==> config.mk <==
export PLATFORM = sky130hd
export DESIGN_NAME = scmp_mem_arb
export DESIGN_NICKNAME = d
export VERILOG_FILES = /design/src/rtl/scmp_mem_arb.sv
export SDC_FILE = /design/constraint.sdc
export NUM_CORES = 1
export LEC_CHECK = 0
export ABC_CLOCK_PERIOD_IN_PS = 3810
export CORE_ASPECT_RATIO = 1.4
export CORE_MARGIN = 4
export CORE_UTILIZATION = 40
export CTS_CLUSTER_SIZE = 16
export DETAILED_ROUTE_END_ITERATION = 10
export PLACE_DENSITY = 0.76
export SLEW_MARGIN = 10
export SYNTH_ARGS = -nofsm -noshare
export SYNTH_HDL_FRONTEND = slang
export SYNTH_SLANG_ARGS = --single-unit
==> constraint.sdc <==
create_clock -name clk -period 3.81 [get_ports clk]
set_input_delay 0.762 -clock clk [delete_from_list [all_inputs] [get_ports clk]]
set_output_delay 0.762 -clock clk [all_outputs]
set_load 0.01 [all_outputs]
==> src/rtl/scmp_mem_arb.sv <==
// scmp_mem_arb: shares a small synchronous single-port RAM between an SC/MP
// CPU bus (active-low strobes sampled on clk) and a debug port. CPU writes
// beat CPU reads, and both beat the debug port. A debug transaction is
// acknowledged with a one-cycle dbg_ack in the cycle after it completes.
module scmp_mem_arb #(
  parameter int ADDR_W = 5
) (
  input  logic              clk,
  input  logic              rst_n,
  input  logic              cpu_ads_n,
  input  logic              cpu_rd_n,
  input  logic              cpu_wr_n,
  input  logic [11:0]       cpu_addr,
  input  logic [7:0]        cpu_d_o,
  output logic [7:0]        cpu_d_i,
  output logic [3:0]        cpu_flags,
  input  logic              dbg_req,
  input  logic              dbg_we,
  input  logic [ADDR_W-1:0] dbg_addr,
  input  logic [7:0]        dbg_wdata,
  output logic              dbg_ack,
  output logic [7:0]        dbg_rdata,
  output logic [ADDR_W-1:0] mem_addr,
  output logic              mem_we,
  output logic [7:0]        mem_wdata,
  input  logic [7:0]        mem_rdata
);

  typedef enum logic [2:0] {
    IDLE       = 3'd0,
    CPU_RD     = 3'd1,
    CPU_RD_CAP = 3'd2,
    CPU_WR     = 3'd3,
    DBG_RD     = 3'd4,
    DBG_RD_CAP = 3'd5,
    DBG_WR     = 3'd6
  } state_t;

  state_t            state_r, next_state_s;
  logic              ads_smp_r, ads_prv_r, rd_smp_r, rd_prv_r, wr_smp_r, wr_prv_r;
  logic              ads_fall_s, rd_fall_s, wr_fall_s;
  logic              rd_pend_r, wr_pend_r;
  logic [ADDR_W-1:0] rd_addr_r, wr_addr_r, rd_addr_s, wr_addr_s;
  logic [7:0]        wr_data_r, wr_data_s;
  logic              wr_go_s, rd_go_s, dbg_go_s;
  logic              unused_addr_s;

  // Only the low ADDR_W address bits reach the RAM; the rest wrap.
  assign unused_addr_s = ^cpu_addr[11:ADDR_W];

  assign ads_fall_s = ~ads_smp_r & ads_prv_r;
  assign rd_fall_s  = ~rd_smp_r & rd_prv_r;
  assign wr_fall_s  = ~wr_smp_r & wr_prv_r;

  // A fall seen this cycle is served straight away, so the live bus values
  // are used instead of the (not yet loaded) capture registers.
  assign rd_addr_s = rd_fall_s ? cpu_addr[ADDR_W-1:0] : rd_addr_r;
  assign wr_addr_s = wr_fall_s ? cpu_addr[ADDR_W-1:0] : wr_addr_r;
  assign wr_data_s = wr_fall_s ? cpu_d_o : wr_data_r;

  // A read whose strobe has already risen is dead; a read falling together
  // with a write is dropped. Debug waits out the cycle of its own ack.
  assign wr_go_s  = wr_pend_r | wr_fall_s;
  assign rd_go_s  = (rd_pend_r & ~rd_smp_r) | (rd_fall_s & ~wr_fall_s);
  assign dbg_go_s = dbg_req & ~dbg_ack;

  // Register the bus strobes once and keep the previous sample for edge detection.
  always_ff @(posedge clk or negedge rst_n) begin
    if (!rst_n) begin
      ads_smp_r <= 1'b1;
      ads_prv_r <= 1'b1;
      rd_smp_r  <= 1'b1;
      rd_prv_r  <= 1'b1;
      wr_smp_r  <= 1'b1;
      wr_prv_r  <= 1'b1;
    end else begin
      ads_smp_r <= cpu_ads_n;
      ads_prv_r <= ads_smp_r;
      rd_smp_r  <= cpu_rd_n;
      rd_prv_r  <= rd_smp_r;
      wr_smp_r  <= cpu_wr_n;
      wr_prv_r  <= wr_smp_r;
    end
  end

  // One-deep CPU request capture, status latch and pending-flag bookkeeping.
  always_ff @(posedge clk or negedge rst_n) begin
    if (!rst_n) begin
      rd_pend_r <= 1'b0;
      wr_pend_r <= 1'b0;
      rd_addr_r <= {ADDR_W{1'b0}};
      wr_addr_r <= {ADDR_W{1'b0}};
      wr_data_r <= 8'h00;
      cpu_flags <= 4'h0;
    end else begin
      if (ads_fall_s) cpu_flags <= cpu_d_o[7:4];
      if (wr_fall_s) begin
        wr_addr_r <= cpu_addr[ADDR_W-1:0];
        wr_data_r <= cpu_d_o;
      end
      if (rd_fall_s && !wr_fall_s) rd_addr_r <= cpu_addr[ADDR_W-1:0];

      if (next_state_s == CPU_WR)  wr_pend_r <= 1'b0;
      else if (wr_fall_s)          wr_pend_r <= 1'b1;

      if (next_state_s == CPU_RD)          rd_pend_r <= 1'b0;
      else if (rd_fall_s && !wr_fall_s)    rd_pend_r <= 1'b1;
      else if (rd_smp_r)                   rd_pend_r <= 1'b0;
    end
  end

  // Arbiter state register.
  always_ff @(posedge clk or negedge rst_n) begin
    if (!rst_n) state_r <= IDLE;
    else        state_r <= next_state_s;
  end

  // Next-state logic: priority arbitration in IDLE, fixed sequences elsewhere.
  always_comb begin
    next_state_s = IDLE;
    case (state_r)
      IDLE: begin
        if (wr_go_s)       next_state_s = CPU_WR;
        else if (rd_go_s)  next_state_s = CPU_RD;
        else if (dbg_go_s) next_state_s = dbg_we ? DBG_WR : DBG_RD;
        else               next_state_s = IDLE;
      end
      CPU_RD: begin
        if (rd_smp_r) next_state_s = IDLE;
        else          next_state_s = CPU_RD_CAP;
      end
      CPU_RD_CAP: next_state_s = IDLE;
      CPU_WR:     next_state_s = IDLE;
      DBG_RD:     next_state_s = DBG_RD_CAP;
      DBG_RD_CAP: next_state_s = IDLE;
      DBG_WR:     next_state_s = IDLE;
      default:    next_state_s = IDLE;
    endcase
  end

  // Registered RAM drive, read-data return to both masters and debug ack.
  always_ff @(posedge clk or negedge rst_n) begin
    if (!rst_n) begin
      mem_we    <= 1'b0;
      mem_addr  <= {ADDR_W{1'b0}};
      mem_wdata <= 8'h00;
      dbg_ack   <= 1'b0;
      dbg_rdata <= 8'h00;
      cpu_d_i   <= 8'hFF;
    end else begin
      mem_we  <= (next_state_s == CPU_WR) || (next_state_s == DBG_WR);
      dbg_ack <= (state_r == DBG_WR) || (state_r == DBG_RD_CAP);
      case (next_state_s)
        CPU_WR: begin
          mem_addr  <= wr_addr_s;
          mem_wdata <= wr_data_s;
        end
        CPU_RD: mem_addr <= rd_addr_s;
        DBG_WR: begin
          mem_addr  <= dbg_addr;
          mem_wdata <= dbg_wdata;
        end
        DBG_RD: mem_addr <= dbg_addr;
        default: begin
          mem_addr  <= mem_addr;
          mem_wdata <= mem_wdata;
        end
      endcase
      if (state_r == DBG_RD_CAP) dbg_rdata <= mem_rdata;
      // Bus floats high whenever RD is released; a cancelled read never loads.
      if (rd_smp_r)                    cpu_d_i <= 8'hFF;
      else if (state_r == CPU_RD_CAP)  cpu_d_i <= mem_rdata;
    end
  end

endmodule

==> impl_metrics.env <==
export IMPL_synth_ff_latch_count=64
export IMPL_clk_latency_ps=340
export IMPL_worstPathRequired_ps=4020
export IMPL_antenna_found_initial=0
export IMPL_clock_sinks=64
export IMPL_powerDensity_nw_per_um2=703.9
export IMPL_slew_viol_final=0
export IMPL_die_area_um2=8295
export IMPL_arrival_ps=3140
export IMPL_drtIter0Drc=136
export IMPL_rows=35
export IMPL_critical_path_max_stage_delay_ps=670
export IMPL_grt_max_degree=44
export IMPL_cts_tree="yes"
export IMPL_antenna_cells=0
export IMPL_clock_path_buffers=2
export IMPL_grt_pass1_vias=2030
export IMPL_finalCriticalPeriod_ps=2929
export IMPL_coreArea_um2=6656
export IMPL_worstHoldPathType="reg -> reg"
export IMPL_crit_family="compound AO/OA/AOI/OAI gates"
export IMPL_wl_per_cell_um=15.54
export IMPL_dieHeight_um=106.2
export IMPL_status="completed"
export IMPL_io_pins=83
export IMPL_rsz0062_at_grt="no"
export IMPL_crit_type="reg -> reg"
export IMPL_drc=0
export IMPL_place_ws_ps=642.5
export IMPL_cts_root_buf="clkbuf_8"
export IMPL_endpoint_kind="register"
export IMPL_cp_max_fo=13
export IMPL_worstReg2RegEnd="mem_addr[2]$_DFFE_PN0P_"
export IMPL_whs_path_depth=0
export IMPL_final_area_um2=3760
export IMPL_gr_total_overflow=0
export IMPL_clock_fmax_mhz=341.4
export IMPL_synth_top_family_by_area="compound AO/OA/AOI/OAI gates"
export IMPL_nNetsFinal=348
export IMPL_htreeDepth=3
export IMPL_cts_made_buffers=9
export IMPL_relSlewSlack_pct=35.15
export IMPL_cap_violations=0
export IMPL_period_share_pct=76.87
export IMPL_place_area_um2=3580
export IMPL_yosys_area_share_simple_pct=12.04
export IMPL_r2r_setup_slack_ps=880
export IMPL_port_buffer_count=75
export IMPL_post_cts_resized=0
export IMPL_post_dp_hpwl_um=4332
export IMPL_crit_buf_inv=0
export IMPL_p_leak_nw=1.566
export IMPL_antenna_left=0
export IMPL_rr_worst_depth=9
export IMPL_start_kind="register"
export IMPL_syn_to_final_growth_pct=36.53
export IMPL_first_pass_iters=4
export IMPL_synth_xor_area_share_pct=0
export IMPL_num_vias=2011
export IMPL_crit_slowest_cell="dfstp_2"
export IMPL_synth_top_flop_cell="dfrtp_1"
export IMPL_ys_types=34
export IMPL_wl_um=6155
export IMPL_final_setup_worst_slack_ps=881.2
export IMPL_synth_compound_area_share_pct=12.86
export IMPL_grt_total_usage_pct=15.56
export IMPL_tightest_slew_ps=969.2
export IMPL_ys_seq_area_share_pct=58.79
export IMPL_setup_viol=0
export IMPL_ctsHoldBuffers=0
export IMPL_drive_above_1_share_pct=20.72
export IMPL_chipWidth_um=78.13
export IMPL_clock_skew_ps=7.378
export IMPL_grt_pass1_wl_um=9949
export IMPL_peakVddDrop_mv=0.3027
export IMPL_gp_congestion=0.7290
export IMPL_min_to="ads_prv_r$_DFF_PN1_"
export IMPL_async_reset_ff_share_pct=100.0
export IMPL_synth_cell_area_um2=2754
export IMPL_initial_core_util_pct=41.37
export IMPL_finalSetupTns_ps=0
export IMPL_via_per_inst=5.078
export IMPL_path_cells="o21bai_1 > nand3b_1 > nor3b_1 > o21a_1 > ha_1 > or2_2 > a2111oi_4 > a32o_1 > a21oi_1"
export IMPL_hp_start="ads_smp_r$_DFF_PN1_"
export IMPL_synth_mux_area_share_pct=12.81
export IMPL_synth_edf_count=0
export IMPL_hold_violations=0
export IMPL_post_cts_setup_buffers=0
export IMPL_synthAdderAreaFrac_pct=0.4543
export IMPL_syn_area_per_cell_um2=12.46
export IMPL_synth_cells=221
export IMPL_syn_nets=270
export IMPL_clk_pin_slew_ps=60
export IMPL_ys_warn_count=0
export IMPL_worst_path_stages=9
export IMPL_worstReg2RegStart="rd_smp_r$_DFF_PN1_"
==> synth_stat cells (3+ instances only) <==
cell      number  share of area (%)
buf_2          7                1.3
inv_1          7               0.95
dfstp_2       14                 13
nand2_1       25                3.4
a211o_1        8                2.5
dfrtp_1       50                 45
nand3_1        8                1.5
nor2b_1       10                2.3
nand3b_1       3               0.82
a221o_1        8                2.9
nand2b_1       8                1.8
a222oi_1       4                1.5
mux2_2        26                 11
a21oi_1       14                2.5
nor2_1         3               0.41
mux2i_1        6                2.2
==> power by group <==
group	internal, mW	switching, mW
logic	0.593	0.468
clock network	0.299	0.243
registers	0.914	0.129
total	1.81	0.839
==> cell families (layout without fill, tap and decap cells) <==
group | Yosys count | in the layout
buffers and inverters | 18 | 101
AO/OA/AOI/OAI | 44 | 44
multiplexers | 32 | 32
flip-flops | 64 | 64
AND/OR/NAND/NOR | 62 | 62
adder cells (fa/ha/maj) | 1 | 1
==> area by class of cell <==
type                    count  area (um2)
clock buffers              12       135.1
clock inverters             4       45.04
fillers                   590        2897
inverters                   7       26.28
multi-input cells         139        1051
flip-flops and latches     64        1619
well taps                  92       115.1
repair buffers             78       768.2
==> stage by stage <==
stage / utilization [%] / std cells / hold WS [ps] / total power, mW
after global routing: 56.49 / 396 / 374.4 / 2.807
after floorplan: - / 221 / 350.6 / 1.652
after global placement: 53.78 / 380 / 354.6 / 2.092
after detailed placement: 53.78 / 380 / 356.0 / 2.127
final: 56.49 / 396 / 363.3 / 2.646
after CTS: 56.49 / 396 / 366.0 / 2.680
==> sequential cells by signal (all words and copies together) (netlist names) <==
signal,cells
wr_data_r,8
rd_addr_r,5
wr_pend_r,1
dbg_rdata,8
mem_addr,5
cpu_flags,4
dbg_ack,1
wr_prv_r,1
rd_pend_r,1
wr_smp_r,1
mem_wdata,8
rd_smp_r,1
ads_smp_r,1
cpu_d_i,8
ads_prv_r,1
wr_addr_r,5
state_r,3
rd_prv_r,1
mem_we,1
==> cells in the final DEF, fill, tap and decap left out <==
cell type / n
nor3b_1: 1
o31ai_1: 1
dfrtp_1: 50
mux2_2: 26
a2111oi_4: 1
a221o_1: 8
nor2b_1: 10
or3_4: 1
a21oi_2: 1
a222oi_1: 4
a32o_1: 1
bufinv_16: 1
a21boi_0: 1
ha_1: 1
nand2_1: 25
nor3_2: 1
o21a_1: 1
clkbuf_8: 9
buf_4: 3
nor2_1: 3
nand2b_1: 8
nor3_4: 1
dfstp_2: 14
buf_2: 1
o21bai_1: 1
a21o_1: 1
clkbuf_1: 3
clkdlybuf4s50_1: 74
a211o_1: 8
mux2i_1: 6
nand3b_1: 3
nand3_1: 8
clkinv_2: 3
o21ai_0: 2
inv_1: 7
a21oi_1: 14
or2_2: 1
==> how the worst max path moves through the flow <==
stage,start,slack (ps),to
2_1_floorplan,rd_smp_r$_DFF_PN1_,1150,mem_addr[2]$_DFFE_PN0P_
3_3_place_gp,dbg_req,700,mem_addr[2]$_DFFE_PN0P_
3_5_place_dp,dbg_req,640,mem_addr[2]$_DFFE_PN0P_
4_1_cts,rd_smp_r$_DFF_PN1_,840,mem_addr[2]$_DFFE_PN0P_
5_1_grt,rd_smp_r$_DFF_PN1_,720,mem_addr[2]$_DFFE_PN0P_
6_report,rd_smp_r$_DFF_PN1_,880,mem_addr[2]$_DFFE_PN0P_
==> metal layers <==
| metal | share of wire, % | GRT usage, % |
|---|---|---|
| met3 | 4.3 | 3.644 |
| met5 | 0 | 0 |
| met4 | 2.9 | 8.375 |
| met2 | 52 | 26.59 |
| met1 | 41 | 17.84 |
Note: power is estimated with default switching activity, not from simulation.
